**config.mk**
```make
export PLATFORM = sky130hd
export DESIGN_NAME = regfile_wr_arbiter_flat
export DESIGN_NICKNAME = d
export VERILOG_FILES = /design/src/rtl/regfile_wr_arbiter_if.sv /design/src/rtl/regfile_wr_arbiter.sv /design/src/flat_wrapper.sv
export SDC_FILE = /design/constraint.sdc
export NUM_CORES = 1
export LEC_CHECK = 0
export ABC_AREA = 1
export BUFFER_PORTS_ARGS = -buffer_cell sky130_fd_sc_hd__buf_4
export CORE_ASPECT_RATIO = 0.75
export CORE_MARGIN = 4
export CORE_UTILIZATION = 45
export CTS_BUF_LIST = sky130_fd_sc_hd__clkbuf_16
export DETAILED_ROUTE_END_ITERATION = 10
export HOLD_SLACK_MARGIN = 0.05
export PLACE_DENSITY = 0.77
export SYNTH_ARGS = -nofsm -noshare
export SYNTH_HDL_FRONTEND = slang
export SYNTH_SLANG_ARGS = --single-unit
```
**constraint.sdc**
```tcl
create_clock -name clk -period 1.5 [get_ports clk]
set_input_delay 0.3 -clock clk [delete_from_list [all_inputs] [get_ports clk]]
set_output_delay 0.3 -clock clk [all_outputs]
set_load 0.05 [all_outputs]
```
**src/rtl/regfile_wr_arbiter_if.sv**
```systemverilog
// ---------------------------------------------------------------------------
// regfile_wr_arbiter_if
//   Bundles the two writeback request channels, the clear control and the
//   registered register-file write port of regfile_wr_arbiter.
//
//   master modport : requester / environment side (drives requests, clr_start)
//   slave modport  : arbiter side (drives readies, busy and the rf_* port)
//
//   req0_*    : ALU writeback channel       (valid/ready, addr, data)
//   req1_*    : load/store writeback channel (valid/ready, addr, data)
//   clr_start : single-cycle pulse requesting a clear of r1..r(NREG-1)
//   busy      : clear sequence in progress
//   rf_we/rf_waddr/rf_wdata : registered register-file write port
//   rf_src    : which channel produced the current rf_we (0 during clear)
// ---------------------------------------------------------------------------
interface regfile_wr_arbiter_if #(
    parameter int DATA_W = 32,
    parameter int ADDR_W = 5
);
    logic              req0_valid;
    logic              req0_ready;
    logic [ADDR_W-1:0] req0_addr;
    logic [DATA_W-1:0] req0_data;

    logic              req1_valid;
    logic              req1_ready;
    logic [ADDR_W-1:0] req1_addr;
    logic [DATA_W-1:0] req1_data;

    logic              clr_start;
    logic              busy;

    logic              rf_we;
    logic [ADDR_W-1:0] rf_waddr;
    logic [DATA_W-1:0] rf_wdata;
    logic              rf_src;

    modport master (
        output req0_valid, req0_addr, req0_data,
        output req1_valid, req1_addr, req1_data,
        output clr_start,
        input  req0_ready, req1_ready, busy,
        input  rf_we, rf_waddr, rf_wdata, rf_src
    );

    modport slave (
        input  req0_valid, req0_addr, req0_data,
        input  req1_valid, req1_addr, req1_data,
        input  clr_start,
        output req0_ready, req1_ready, busy,
        output rf_we, rf_waddr, rf_wdata, rf_src
    );
endinterface

```
**src/rtl/regfile_wr_arbiter.sv**
```systemverilog
// ---------------------------------------------------------------------------
// regfile_wr_arbiter
//   Owns the single write port of the register file and shares it between
//   two writers with round-robin arbitration, one write per cycle. After
//   reset (and on clr_start) it zeroes r1..r(NREG-1) in ascending order
//   before accepting requests. Writes to x0 complete their handshake but
//   never assert rf_we.
//
//   clk : clock, all state on rising edge
//   rst : asynchronous, active-high reset
//   bus : regfile_wr_arbiter_if.slave (request channels, clear control,
//         registered rf_we/rf_waddr/rf_wdata/rf_src)
// ---------------------------------------------------------------------------
module regfile_wr_arbiter #(
    parameter int DATA_W = 32,
    parameter int ADDR_W = 5,
    parameter int NREG   = 32
) (
    input  logic                 clk,
    input  logic                 rst,
    regfile_wr_arbiter_if.slave  bus
);

    typedef enum logic {
        ST_CLEAR = 1'b0,
        ST_RUN   = 1'b1
    } state_e;

    localparam logic [ADDR_W-1:0] FIRST_CNT = ADDR_W'(1);
    localparam logic [ADDR_W-1:0] LAST_CNT  = ADDR_W'(NREG - 1);

    state_e            state_q, state_d;
    logic [ADDR_W-1:0] cnt_q, cnt_d;
    logic              ptr_q, ptr_d;       // port favoured on a tie
    logic              rf_we_q, rf_we_d;
    logic [ADDR_W-1:0] rf_waddr_q, rf_waddr_d;
    logic [DATA_W-1:0] rf_wdata_q, rf_wdata_d;
    logic              rf_src_q, rf_src_d;

    logic              gnt0, gnt1;

    // Grants: only in RUN and never in the cycle a clear is requested, so
    // the clear always wins over pending writes. Addresses play no part.
    always_comb begin
        // NOTE: every signal assigned in always_comb gets a default first;
        // a path that leaves one unassigned would infer a latch.
        gnt0 = 1'b0;
        gnt1 = 1'b0;
        if (state_q == ST_RUN && !bus.clr_start) begin
            if (bus.req0_valid && bus.req1_valid) begin
                gnt0 = ~ptr_q;
                gnt1 = ptr_q;
            end else begin
                gnt0 = bus.req0_valid;
                gnt1 = bus.req1_valid;
            end
        end
    end

    // Next-state and registered write-port values.
    always_comb begin
        state_d    = state_q;
        cnt_d      = cnt_q;
        ptr_d      = ptr_q;
        rf_we_d    = 1'b0;
        rf_waddr_d = rf_waddr_q;
        rf_wdata_d = rf_wdata_q;
        rf_src_d   = rf_src_q;

        unique case (state_q)
            ST_CLEAR: begin
                rf_we_d    = 1'b1;
                rf_waddr_d = cnt_q;
                rf_wdata_d = '0;
                rf_src_d   = 1'b0;
                if (cnt_q == LAST_CNT) begin
                    state_d = ST_RUN;
                    cnt_d   = FIRST_CNT;
                end else begin
                    cnt_d = cnt_q + 1'b1;
                end
            end

            ST_RUN: begin
                if (bus.clr_start) begin
                    state_d = ST_CLEAR;
                    cnt_d   = FIRST_CNT;
                end else if (gnt0) begin
                    rf_we_d    = (bus.req0_addr != '0);
                    rf_waddr_d = bus.req0_addr;
                    rf_wdata_d = bus.req0_data;
                    rf_src_d   = 1'b0;
                    ptr_d      = 1'b1;
                end else if (gnt1) begin
                    rf_we_d    = (bus.req1_addr != '0);
                    rf_waddr_d = bus.req1_addr;
                    rf_wdata_d = bus.req1_data;
                    rf_src_d   = 1'b1;
                    ptr_d      = 1'b0;
                end
            end

            default: begin
                state_d = ST_CLEAR;
                cnt_d   = FIRST_CNT;
            end
        endcase
    end

    // NOTE: sequential state uses non-blocking assignments so every register
    // samples the pre-edge values regardless of statement order.
    always_ff @(posedge clk or posedge rst) begin
        if (rst) begin
            state_q    <= ST_CLEAR;
            cnt_q      <= FIRST_CNT;
            ptr_q      <= 1'b0;
            rf_we_q    <= 1'b0;
            rf_waddr_q <= '0;
            rf_wdata_q <= '0;
            rf_src_q   <= 1'b0;
        end else begin
            state_q    <= state_d;
            cnt_q      <= cnt_d;
            ptr_q      <= ptr_d;
            rf_we_q    <= rf_we_d;
            rf_waddr_q <= rf_waddr_d;
            rf_wdata_q <= rf_wdata_d;
            rf_src_q   <= rf_src_d;
        end
    end

    assign bus.busy       = (state_q == ST_CLEAR);
    assign bus.req0_ready = gnt0;
    assign bus.req1_ready = gnt1;
    assign bus.rf_we      = rf_we_q;
    assign bus.rf_waddr   = rf_waddr_q;
    assign bus.rf_wdata   = rf_wdata_q;
    assign bus.rf_src     = rf_src_q;

endmodule

```
**src/flat_wrapper.sv**
```systemverilog
// flat-port wrapper written by rule: the top's interface ports become plain ports
module regfile_wr_arbiter_flat 
#(
    parameter int DATA_W = 32,
    parameter int ADDR_W = 5,
    parameter int NREG   = 32
)
  (clk, rst, bus_req0_valid, bus_req0_addr, bus_req0_data, bus_req1_valid, bus_req1_addr, bus_req1_data, bus_clr_start, bus_req0_ready, bus_req1_ready, bus_busy, bus_rf_we, bus_rf_waddr, bus_rf_wdata, bus_rf_src);
  regfile_wr_arbiter_if #(.DATA_W(DATA_W), .ADDR_W(ADDR_W)) bus_i ();
  input  logic clk;
  input  logic rst;
  input wire logic [$bits(bus_i.req0_valid)-1:0] bus_req0_valid;
  input wire logic [$bits(bus_i.req0_addr)-1:0] bus_req0_addr;
  input wire logic [$bits(bus_i.req0_data)-1:0] bus_req0_data;
  input wire logic [$bits(bus_i.req1_valid)-1:0] bus_req1_valid;
  input wire logic [$bits(bus_i.req1_addr)-1:0] bus_req1_addr;
  input wire logic [$bits(bus_i.req1_data)-1:0] bus_req1_data;
  input wire logic [$bits(bus_i.clr_start)-1:0] bus_clr_start;
  output wire logic [$bits(bus_i.req0_ready)-1:0] bus_req0_ready;
  output wire logic [$bits(bus_i.req1_ready)-1:0] bus_req1_ready;
  output wire logic [$bits(bus_i.busy)-1:0] bus_busy;
  output wire logic [$bits(bus_i.rf_we)-1:0] bus_rf_we;
  output wire logic [$bits(bus_i.rf_waddr)-1:0] bus_rf_waddr;
  output wire logic [$bits(bus_i.rf_wdata)-1:0] bus_rf_wdata;
  output wire logic [$bits(bus_i.rf_src)-1:0] bus_rf_src;
  assign bus_i.req0_valid = bus_req0_valid;
  assign bus_i.req0_addr = bus_req0_addr;
  assign bus_i.req0_data = bus_req0_data;
  assign bus_i.req1_valid = bus_req1_valid;
  assign bus_i.req1_addr = bus_req1_addr;
  assign bus_i.req1_data = bus_req1_data;
  assign bus_i.clr_start = bus_clr_start;
  assign bus_req0_ready = bus_i.req0_ready;
  assign bus_req1_ready = bus_i.req1_ready;
  assign bus_busy = bus_i.busy;
  assign bus_rf_we = bus_i.rf_we;
  assign bus_rf_waddr = bus_i.rf_waddr;
  assign bus_rf_wdata = bus_i.rf_wdata;
  assign bus_rf_src = bus_i.rf_src;
  regfile_wr_arbiter #(.DATA_W(DATA_W), .ADDR_W(ADDR_W), .NREG(NREG)) u_core (.clk(clk), .rst(rst), .bus(bus_i));
endmodule
```
==> results of run 1 <==
==> cell usage in the layout, fill, tap and decap left out <==
cell type    n
a21oi_4      1
a22o_1       1
a32o_1       1
buf_12       2
buf_4      134
buf_6        4
buf_8        2
bufinv_16    1
clkbuf_16    5
clkinv_1     1
dfrtp_1     45
dfstp_2      1
ha_2         1
ha_4         1
inv_1       41
inv_2        3
inv_4        3
nand2_1    124
nand2_2      2
nand2_4      2
nand3_1     40
nand3_4      1
nand3b_1    32
nand4_1      7
nor2_1       3
nor2_2       1
nor2_4       1
nor2_8       1
nor3_1       1
o21ai_0      3
o22ai_1      2
xor2_1       1
==> cell families (layout without fill, tap and decap cells) <==
family,after synthesis,count (layout),share of synthesized area [%]
AND/OR/NAND/NOR,215,215,40.7
buffers and inverters,66,196,11.2
flip-flops,46,46,44.7
AO/OA/AOI/OAI,8,8,2.13
adder cells (fa/ha/maj),2,2,0.970
XOR/XNOR,1,1,0.340
==> worst paths after layout <==
check,start,end,depth (start not counted)
max in group asynchronous,rst,u_core.cnt_q[0],3
min,rst,u_core.bus.rf_wdata[13],3
max,u_core.ptr_q,bus_req0_ready,4
min in group clk,bus_req0_data[3],u_core.bus.rf_wdata[3],5
min reg2reg,u_core.bus.rf_wdata[3],u_core.bus.rf_wdata[3],2
max reg2reg,u_core.cnt_q[0],u_core.cnt_q[4],5
==> cell type report <==
class / instances / area share (%)
Multi-Input combinational cell: 226 / 30.1
Sequential cell: 46 / 29.7
Inverter: 47 / 4.74
Timing Repair Buffer: 142 / 28.9
Clock inverter: 2 / 0.871
Tap cell: 75 / 2.42
Clock buffer: 5 / 3.23
==> report_power, final <==
part           leakage [nW]  switching (W)  internal, W
registers             0.611       0.000187      0.00147
clock network        0.0773       0.000438     0.000770
logic                  1.55        0.00119     0.000741
==> routing by layer <==
layer  vias to the layer above  wire, µm
li1                       1317         -
met5                         -         0
met3                         5       703
met4                         0        53
met1                      1223      3310
met2                       101      3660
==> state kept, by name, indices dropped and copies added (netlist names) <==
| name | flops |
|---|---|
| u_core.bus.rf_wdata | 32 |
| u_core.bus.rf_waddr | 5 |
| u_core.cnt_q | 5 |
| u_core.bus.rf_src | 1 |
| u_core.bus.rf_we | 1 |
| u_core.ptr_q | 1 |
| u_core.state_q | 1 |
==> Yosys cell counts (3+ instances only) <==
cell      instances  area share (%)
nor2_1            4            0.58
buf_2             7             1.4
clkbuf_1          4            0.58
buf_4             8             2.3
inv_1            46             6.7
nand2_1         126              18
nand3b_1         32             9.3
nand3_1          40             7.8
nand4_1           7             1.7
dfrtp_1          45              44
o21ai_0           3            0.58
==> through the flow <==
| stage | setup slack, ns | power [W] |
|---|---|---|
| 2_1_floorplan | 0.00592 | 0.00282 |
| 3_3_place_gp | 0.0677 | 0.00345 |
| 3_5_place_dp | 0.0180 | 0.00349 |
| 4_1_cts | -0.0290 | 0.00478 |
| 5_1_grt | -0.0411 | 0.00504 |
| 6_report | 0.00146 | 0.00480 |
==> worst max-delay path, cell delays in order, from the launching register on <==
cell and delay, ns:
dfrtp_1 0.41, a21oi_4 0.19, nand2_4 0.10, inv_4 0.07
buf_8 0.14
==> timing repair <==
action / 4_1_cts / 5_1_grt
gates resized for setup: 12 / 9
setup buffers: 2 / 2
endpoints found under the setup margin: 4 / 27
pin swaps: 2 / 4
==> results.env, run 1 <==
RESULT_OF_THE_RUN='finished, final reports clean'
GPL.FINAL_WEIGHTED_CONGESTION=0.874
VIA_COUNT_OF_THE_FIRST_GLOBAL_ROUTING_PASS=2425
NUMBER_OF_FLOPS_MAPPED_TO_ENABLE_CELLS_BY_YOSYS=0
USE_MET1_PCT=30.2
CLK_SINKS=46
NUM_ANTENNA_CELLS=0
NON_FILLER_INSTANCE_COUNT_AFTER_LAYOUT=543
DIE_Y_UM=73.6
COREAREA_MM2=0.00544
GRT_SETUP_UNREPAIRED='yes'
CRIT_FANOUT=5
SETUP_VIOL_COUNT_FINAL=0
MAXSLEWVIOLCOUNT=0
GRT_MAX_DEGREE=47
WORST-SLEW-PIN-TRANSITION_NS=0.237
CLK_PIN_SLEW_WORST_PATHS_NS=0.06
DRTITER0DRC=133
NUM-FILL-CELLS=426
UTILIZATION_PCT=71.3
CELLLEAKAGEPOWER_nW=2.24
WORST_SETUP_PATH_END_KIND='primary output'
DRT_PRE_ANTENNA_ITERS=4
CLKLATENCYLATEPIN_NS=0.28
TOP_USAGE_LAYER='met2'
MULTI_INPUT_COMB_AREA_MM2=0.00117
VIA_PER_INST=4.87
H_TREE_LEVEL_COUNT=2
DETAIL_ROUTE.DRC_VIOLATIONS=0
CTS-BUFFERS-INSERTED=5
FINALNETCOUNT=549
CP-START-KIND='flip-flop'
PIN_COUNT=121
WORST_CLOCK_SKEW_NS=0.00588
CTS_HOLD_BUFFERS=0
SEQUENTIAL_SHARE_OF_THE_SYNTHESIZED_AREA_PCT=44.7
GRT_OVERFLOW=0
CLOCKROOTBUFFER='clkbuf_16'
CLASSIFICATION_OF_THE_WORST_SETUP_PATH='reg2out'
SYNTHTOLAYOUTAREAGROWTH_PCT=50.4
IRDROPWORSTVDD_V=0.00121
DESIGN.DIE.AREA_MM2=0.00702
GROUTE.LAYER.MET3.USAGE_PCT=5.42
DOMINANTREGCELLSYNTH='dfrtp_1'
FIRST_PASS_GRT_WIRE_LENGTH_MM=12.1
CAP_VIOLATIONS=0
TIMING.MAX_SLEW.REL_SLACK_PCT=84.1
MIN_PERIOD_OVER_PERIOD_PCT=99.9
SYNTH_CELLS=338
DPL.CELL_COUNT=532
YS_SEQ_ELEMENTS=46
DRIVE_ABOVE_1_SHARE_PCT=35.5
POWER.DENSITY_mW_PER_MM2=1240
FMAX_MHz=667
GLOBALROUTETOTALUTIL_PCT=22.2
POSTPLACECELLAREA_MM2=0.00362
SYNTH.AVG_CELL_AREA_UM2=7.63
VIAS=2646
ASYNC_RESET_FF_SHARE_PCT=100
ROWS=23
SYNTH.YOSYS.WARNINGS=0
MIN-DELAY-PATH-CLASS='in2async'
PLACE.PORT_BUFFERS=120
POST_SYNTH_INSTANCE_AREA_MM2=0.00258
FP.DIEW_UM=95.4
GRT_ANTENNA_BEFORE_REPAIR=0
CP_DATA_REQUIRED_TIME_NS=1.20
INITIAL_UTILIZATION_PCT=47.4
WORST_EP_ARRIVAL_TIME_NS=1.20
POST_LAYOUT_MINIMUM_CYCLE_TIME_NS=1.50
GRT_UTIL_MET2_PCT=35.9
DPL.HPWL_MM=5.65
FINAL_DESIGN_AREA_NO_FILL_MM2=0.00388
CTS-ROOT-TO-SINK-BUFFERS=2
CTS_TREE='built'
REGISTER_AREA_MM2=0.00115
HOLD-WORST-SLACK_NS=0.0557
NETLIST-CELL-TYPE-COUNT=24
HOLD_VIOLATIONS=0
ROUTEDWLPERCELL_UM=14.2
FINAL.SETUP.TNS_NS=0
WL_MM=7.73
DRTANTENNAVIOLNETS=0
SYN_NETS=419
R2R_SETUP_SLACK_NS=0.04
No activity file was read; power rests on OpenSTA's default activity.
==> inputs of run 2 (changes only) <==
ABC_AREA = default   (was 1)
PLACE_DENSITY = 0.78   (was 0.77)
==> run 2 against run 1 <==
- the flow now finishes with violations (negative setup slack)
- cell count decreased by 24%
- first-iteration DRC count decreased by 34%
- worst hold slack improved by 0.18 ns
- power increased by 9.6%
- cell area decreased by 5.8%
- routed wire length decreased by 15%
- area after synthesis decreased by 6.7%
- clock skew decreased by 0.00097 ns
- via count decreased by 20%
- core utilization increased by 1.2 points
- fmax decreased by 2.3%
- sequential share of layout area increased by 1.8 points
- largest cell class is now registers
==> results.env, run 2 <==
ASYNC_RESET_FF_SHARE_PCT=100  # unchanged
YS_SEQ_ELEMENTS=46  # unchanged
DRT_PRE_ANTENNA_ITERS=5  # +1
CAP_VIOLATIONS=0  # unchanged
GLOBALROUTETOTALUTIL_PCT=20.3  # -1.9 points
IRDROPWORSTVDD_V=0.000940  # -22%
SYNTH.AREA.TOP_CELLS='dfrtp_1 (47%), mux2i_1 (25%), nand2_1 (5.0%), buf_6 (4.7%), a221o_1 (2.1%)'
VIOLATIONS_IN_THE_FINAL_REPORTS='negative setup slack'
YOSYS.AREA_SHARE.XOR_XNOR_PCT=0.728  # +0.39 points
POSTPLACECELLAREA_MM2=0.00340  # -6.2%
DRIVE_ABOVE_1_SHARE_PCT=46.0  # +11 points
REPORT.POWER.TOTAL_W=0.00526  # +9.6%
R2R_SETUP_SLACK_NS=0.06  # +0.02 ns
SYNTH.AVG_CELL_AREA_UM2=11.5  # +51%
DIE_Y_UM=71.3  # -3.0%
GRT_SETUP_UNREPAIRED='yes'
DETAIL_ROUTE.DRC_VIOLATIONS=0  # unchanged
GRT_OVERFLOW=0  # unchanged
CRIT_FANOUT=3  # -2
MAXSLEWVIOLCOUNT=0  # unchanged
SETUP_VIOL_COUNT_FINAL=1  # +1
POST_LAYOUT_MINIMUM_CYCLE_TIME_NS=1.53  # +0.0354 ns
WORST_CLOCK_SKEW_NS=0.00491  # -0.000969 ns
GPL.FINAL_WEIGHTED_CONGESTION=0.799  # -8.5%
LARGEST_FAMILY_OF_LOGIC_CELLS_BY_SYNTHESIZED_AREA='multiplexers'
SYNTH-SIMPLE-AREA-SHARE_PCT=10.1  # -31 points
FIRST_PASS_GRT_WIRE_LENGTH_MM=10.7  # -11%
SEQUENTIAL_SHARE_OF_THE_SYNTHESIZED_AREA_PCT=47.9  # +3.2 points
CTS-BUFFERS-INSERTED=5  # unchanged
MOSTFREQUENTLAYOUTCELLS='buf_4 (128), mux2i_1 (59), dfrtp_1 (45)'
MIN-DELAY-PATH-CLASS='in2reg'
SYNTH_COMPOUND_AREA_SHARE_PCT=8.94  # +6.8 points
H_TREE_LEVEL_COUNT=2  # unchanged
CLK_PIN_SLEW_WORST_PATHS_NS=0.06  # about the same
CLKLATENCYLATEPIN_NS=0.28  # about the same
WORST-SLEW-PIN-TRANSITION_NS=0.790  # +0.553 ns
WORST-R2R-CELL-COUNT=5  # unchanged
TIMING.RR.START='u_core.state_q'
TIMING.MAX_SLEW.REL_SLACK_PCT=47.2  # -37 points
FINALNETCOUNT=421  # -23%
HOLD_PATH_STARTPOINT='bus_req1_data[31]'
DOMINANTREGCELLSYNTH='dfrtp_1'
DPL.HPWL_MM=4.80  # -15%
RESULT_OF_THE_RUN='finished, violations left'
POST_SYNTH_MUX_AREA_SHARE_PCT=25.0  # +25 points
CELLLEAKAGEPOWER_nW=1.80  # -20%
COREAREA_MM2=0.00504  # -7.4%
HOLD-WORST-SLACK_NS=0.240  # +0.184 ns
POWER.DENSITY_mW_PER_MM2=1440  # +16%
CLK_SINKS=46  # unchanged
SYNTH.YOSYS.WARNINGS=0  # unchanged
MOST_FREQUENT_STANDARD_CELL_IN_THE_LAYOUT_EXCLUDING_FILL_AND_TAP_CELLS='buf_4'
GRT_ANTENNA_BEFORE_REPAIR=0  # unchanged
NETLIST_TOP_CELLS_COUNT='mux2i_1 (60), dfrtp_1 (45), nand2_1 (32)'
GRT_MAX_DEGREE=46  # -2.1%
CTS-ROOT-TO-SINK-BUFFERS=2  # unchanged
NUM_ANTENNA_CELLS=0  # unchanged
VIAS=2107  # -20%
POST_SYNTH_INSTANCE_AREA_MM2=0.00241  # -6.7%
PIN_COUNT=121  # unchanged
CLOCKROOTBUFFER='clkbuf_16'
SYNTHADDERAREAFRAC_PCT=1.04  # +0.070 points
FP.DIEW_UM=92.4  # -3.1%
DRTITER0DRC=88  # -34%
FINAL_DESIGN_AREA_NO_FILL_MM2=0.00365  # -5.8%
MIN_PERIOD_OVER_PERIOD_PCT=102  # +2.4 points
PLACE.PORT_BUFFERS=120  # unchanged
LARGEST_REG_FLOPS=32  # unchanged
CP_DATA_REQUIRED_TIME_NS=1.20  # about the same
VIA_PER_INST=5.10  # +4.7%
CP-START-KIND='flip-flop'
WORST_HOLD_ENDPOINT='u_core.bus.rf_wdata[31]'
UTILIZATION_PCT=72.5  # +1.2 points
LIBRARY_CELL_OCCUPYING_THE_MOST_AREA_IN_THE_POST_SYNTHESIS_NETLIST='dfrtp_1'
NETLIST-CELL-TYPE-COUNT=36  # +50%
DRTANTENNAVIOLNETS=0  # unchanged
WL_MM=6.60  # -15%
AREA_SHARE_OF_THE_LARGEST_CELL_TYPE_AFTER_SYNTHESIS_PCT=46.8  # +3.1 points
INITIAL_UTILIZATION_PCT=47.8  # +0.35 points
SYNTH_CELLS=209  # -38%
WORST_SETUP_PATH_END_KIND='primary output'
DESIGN.DIE.AREA_MM2=0.00659  # -6.1%
MOST_COMMON_CELL_IN_THE_SYNTHESIZED_NETLIST='mux2i_1'
ROUTEDWLPERCELL_UM=16.0  # +12%
ROWS=22  # -4.3%
WORST_EP_ARRIVAL_TIME_NS=1.23  # +0.03 ns
CLASSIFICATION_OF_THE_WORST_SETUP_PATH='reg2out'
CTS_TREE='built'
VIA_COUNT_OF_THE_FIRST_GLOBAL_ROUTING_PASS=2153  # -11%
FINAL_WORST_SETUP_SLACK_NS=-0.0339  # -0.0354 ns
HOLD_VIOLATIONS=0  # unchanged
SYNTHTOLAYOUTAREAGROWTH_PCT=51.8
R2R_END='u_core.bus.rf_waddr[2]'
NUMBER_OF_FLOPS_MAPPED_TO_ENABLE_CELLS_BY_YOSYS=0  # unchanged
FMAX_MHz=652  # -2.3%
FINAL.SETUP.TNS_NS=-0.0339  # -0.0339 ns
WORSTHOLDPATHCELLS=2
SYN_NETS=290  # -31%
[run 2: timing repair]
item | CTS | global route
hold buffers | 1 | 0
pin swaps | 2 | 3
endpoints found under the hold margin | 17 | 0
buffers inserted | 5 | 2
setup endpoints to repair | 4 | 9
gates resized for setup | 5 | 7
cloned | 0 | 0
[run 2: cell type report]
class                           instances  area (µm²)
Clock buffer                            5         125
Fill cell                             395        1390
Clock inverter                          3        16.3
Sequential cell                        46        1150
Timing Repair Buffer                  138        1110
Tap cell                               72        90.1
Inverter                                4        16.3
Multi-Input combinational cell        145        1140
[run 2: power breakdown]
group          internal, W  total (W)  switching [W]  leakage, nW
clock network     0.000609    0.00108       0.000466       0.0672
registers          0.00151    0.00172       0.000206        0.613
logic              0.00103    0.00247        0.00144         1.12
[run 2: metrics by stage]
step / std cells / worst slack, ns
3_5_place_dp: 397 / -0.112
6_report: 413 / -0.0339
4_1_cts: 411 / -0.0324
2_1_floorplan: 209 / 0.0882
5_1_grt: 413 / -0.0926
3_3_place_gp: 397 / -0.0443
[run 2: cell families after synthesis]
family,Yosys count
mux,60
simple gates,52
flops,46
compound gates,29
buf+inv,18
xor+xnor,2
fa+ha+maj,2
[run 2: worst max-delay path by stage]
| stage | cells after the start | from | slack [ns] | end |
|---|---|---|---|---|
| 6_report | 4 | u_core.state_q | -0.03 | bus_req1_ready |
| 5_1_grt | 4 | u_core.state_q | -0.09 | bus_req1_ready |
| 4_1_cts | 4 | u_core.state_q | -0.03 | bus_req1_ready |
| 3_5_place_dp | 4 | bus_req1_addr[2] | -0.11 | u_core.bus.rf_we |
| 3_3_place_gp | 4 | bus_req1_addr[2] | -0.04 | u_core.bus.rf_we |
| 2_1_floorplan | 3 | u_core.state_q | 0.09 | u_core.bus.rf_waddr[2] |
[run 2: routing by layer]
metal | up-vias | wire length [µm] | global-route usage, %
met2 | 79 | 3050 | 32.8
met3 | 4 | 565 | 5.98
met1 | 1016 | 2950 | 27.6
met4 | 0 | 36 | 3.95
met5 | - | 0 | 0
li1 | 1008 | - | -
[run 2: critical path: stages, from the launching register on]
cell and delay [ns]:
dfrtp_1 0.40, buf_6 0.13, nand3b_1 0.08, a21oi_2 0.15
buf_6 0.18
==> inputs of run 3 (changes only) <==
TNS_END_PERCENT = 10   (was default)
==> run 3 against run 2 <==
- the flow still finishes with violations (negative setup slack)
- combinational power fell by 2%
- sequential share of layout area about the same
- core utilization fell by 0.099 points
- clock-buffer cell count unchanged
- clock skew is 0.0016 ns higher
- via count up 0.19%
- global-route usage stayed put
- die area is the same
- worst setup slack worse by 0.0037 ns
- highest routed layer unchanged
- sequential power barely moved
==> results.env, run 3 (synthesized netlist as in run 2, its figures left out) <==
ROUTEDWLPERCELL_UM=16.1  # +0.55%
POSTPLACECELLAREA_MM2=0.00340  # unchanged
PLACE.PORT_BUFFERS=120  # unchanged
PRECTSSETUPSLACK_NS=-0.112  # unchanged
H_TREE_LEVEL_COUNT=2  # unchanged
CELLLEAKAGEPOWER_nW=1.79  # -0.73%
NET-SWITCHING-POWER_W=0.00209  # -0.82%
VIA_COUNT_OF_THE_FIRST_GLOBAL_ROUTING_PASS=2153  # unchanged
CP-START-KIND='flip-flop'
DRTANTENNAVIOLNETS=0  # unchanged
COREAREA_MM2=0.00504  # unchanged
CP_DATA_REQUIRED_TIME_NS=1.20  # about the same
COMBPWRFRAC_PCT=46.5  # -0.4 points
CLK_PIN_SLEW_WORST_PATHS_NS=0.06  # about the same
VIA_PER_INST=5.14  # +0.68%
SYNTHTOLAYOUTAREAGROWTH_PCT=51.6
NON_FILLER_INSTANCE_COUNT_AFTER_LAYOUT=411  # -0.48%
WORST_EP_ARRIVAL_TIME_NS=1.24  # about the same
WORST_SETUP_PATH_END_KIND='primary output'
FMAX_MHz=650  # -0.24%
CTS-BUFFERS-INSERTED=5  # unchanged
MIN-DELAY-PATH-CLASS='in2reg'
DRIVE_ABOVE_1_SHARE_PCT=45.7  # -0.32 points
DIE_Y_UM=71.3  # unchanged
INITIAL_UTILIZATION_PCT=47.8  # unchanged
WORST-SLEW-PIN-TRANSITION_NS=0.781  # -0.00867 ns
POST_LAYOUT_MINIMUM_CYCLE_TIME_NS=1.54  # +0.00367 ns
DPL.CELL_COUNT=397  # unchanged
RESULT_OF_THE_RUN='finished, violations left'
GRT_MAX_DEGREE=46  # unchanged
VIAS=2111  # +0.19%
FINAL_DESIGN_AREA_NO_FILL_MM2=0.00365  # -0.14%
CLK_SINKS=46  # unchanged
TIMING.MAX_SLEW.REL_SLACK_PCT=47.8  # +0.58 points
POWER.INTERNAL_W=0.00313  # -0.52%
SETUP_VIOL_COUNT_FINAL=1  # unchanged
CTS-ROOT-TO-SINK-BUFFERS=2  # unchanged
WL_MM=6.60  # about the same
FINAL_WORST_SETUP_SLACK_NS=-0.0376  # -0.00367 ns
GRT_SETUP_UNREPAIRED='yes'
HOLD_VIOLATIONS=0  # unchanged
UTILIZATION_PCT=72.4  # -0.099 points
GPL.FINAL_WEIGHTED_CONGESTION=0.799  # unchanged
FINAL.SETUP.TNS_NS=-0.0376  # -0.00367 ns
ROWS=22  # unchanged
DESIGN.DIE.AREA_MM2=0.00659  # unchanged
CLKLATENCYLATEPIN_NS=0.28  # about the same
P_SW_SHARE_PCT=40.1  # -0.073 points
GRT_OVERFLOW=0  # unchanged
CAP_VIOLATIONS=0  # unchanged
LARGEST_REG_FLOPS=32  # unchanged
CLOCK_NETWORK_FRACTION_OF_TOTAL_POWER_PCT=20.4  # about the same
SEQUENTIALPOWERSHARE_PCT=33.1  # +0.4 points
FINALNETCOUNT=419  # -0.48%
DETAIL_ROUTE.DRC_VIOLATIONS=0  # unchanged
FP.DIEW_UM=92.4  # unchanged
DRT_PRE_ANTENNA_ITERS=4  # -1
DPL.HPWL_MM=4.80  # unchanged
GRT_ANTENNA_BEFORE_REPAIR=0  # unchanged
PIN_COUNT=121  # unchanged
DRTITER0DRC=102  # +16%
MAXSLEWVIOLCOUNT=0  # unchanged
MOSTFREQUENTLAYOUTCELLS='buf_4 (126), mux2i_1 (59), dfrtp_1 (45)'
NUM-FILL-CELLS=396  # +0.25%
NUM_ANTENNA_CELLS=0  # unchanged
CLASSIFICATION_OF_THE_WORST_SETUP_PATH='reg2out'
POWER.DENSITY_mW_PER_MM2=1430  # -0.50%
MIN_PERIOD_OVER_PERIOD_PCT=103  # +0.24 points
MOST_FREQUENT_STANDARD_CELL_IN_THE_LAYOUT_EXCLUDING_FILL_AND_TAP_CELLS='buf_4'
GLOBALROUTETOTALUTIL_PCT=20.3  # unchanged
FIRST_PASS_GRT_WIRE_LENGTH_MM=10.7  # unchanged
CLOCKROOTBUFFER='clkbuf_16'
VIOLATIONS_IN_THE_FINAL_REPORTS='negative setup slack'
CTS_TREE='built'
WORST_CLOCK_SKEW_NS=0.00653  # +0.00161 ns
CRIT_FANOUT=3  # unchanged
IRDROPWORSTVDD_V=0.000966  # +2.7%
-- run 3: area by class of cell --
| cell class | instances | area (µm²) | share of cell area (%) |
|---|---|---|---|
| Sequential cell | 46 | 1150 | 31.6 |
| Tap cell | 72 | 90.1 | 2.47 |
| Clock inverter | 3 | 16.3 | 0.446 |
| Multi-Input combinational cell | 145 | 1150 | 31.5 |
| Timing Repair Buffer | 136 | 1100 | 30.2 |
| Clock buffer | 5 | 125 | 3.43 |
| Inverter | 4 | 16.3 | 0.446 |
-- run 3: path summary, 6_finish.rpt --
kind | depth (start not counted) | endpoint | slack, ns | startpoint
max | 4 | bus_req1_ready | -0.04 | u_core.state_q
min | 2 | u_core.bus.rf_wdata[31] | 0.24 | bus_req1_data[31]
max reg2reg | 4 | u_core.cnt_q[4] | 0.06 | u_core.cnt_q[0]
min reg2reg | 2 | u_core.bus.rf_wdata[5] | 0.52 | u_core.bus.rf_wdata[5]
max in group asynchronous | 4 | u_core.bus.rf_waddr[3] | 0.42 | rst
min in group asynchronous | 3 | u_core.bus.rf_wdata[23] | 0.59 | rst
-- run 3: power groups by stage --
stage / sequential (W) / combinational (W) / clock [W]
global placement: 0.00172 / 0.00229 / 0
global route: 0.00177 / 0.00262 / 0.00114
detailed placement: 0.00173 / 0.00232 / 0
CTS: 0.00171 / 0.00241 / 0.00109
floorplan: 0.00225 / 0.00108 / 0
finish: 0.00173 / 0.00243 / 0.00106
-- run 3: per-stage QoR --
| stage | power (W) | hold slack [ns] |
|---|---|---|
| final | 0.00523 | 0.241 |
| after global routing | 0.00553 | 0.241 |
| after CTS | 0.00521 | 0.239 |
| after detailed placement | 0.00405 | 0.350 |
| after global placement | 0.00401 | 0.332 |
| after floorplan | 0.00333 | 0.382 |
-- run 3: worst max-delay path, stage by stage, from the launching register on --
cell	delay (ns)
dfrtp_1	0.40
buf_6	0.13
nand3b_1	0.08
a21oi_2	0.15
buf_6	0.18
-- run 3: repair_timing --
action / 4_1_cts / 5_1_grt
buffers inserted: 5 / 0
endpoints found under the setup margin: 4 / 9
hold endpoints to repair: 17 / 0
gates resized for setup: 5 / 7
pin swaps: 2 / 1
hold buffers: 1 / 0
-- run 3: layer usage --
layer	share of wire, %	track usage (%)
met3	9.4	5.98
met5	0	0
met4	0.55	3.95
met2	47	32.8
met1	43	27.6
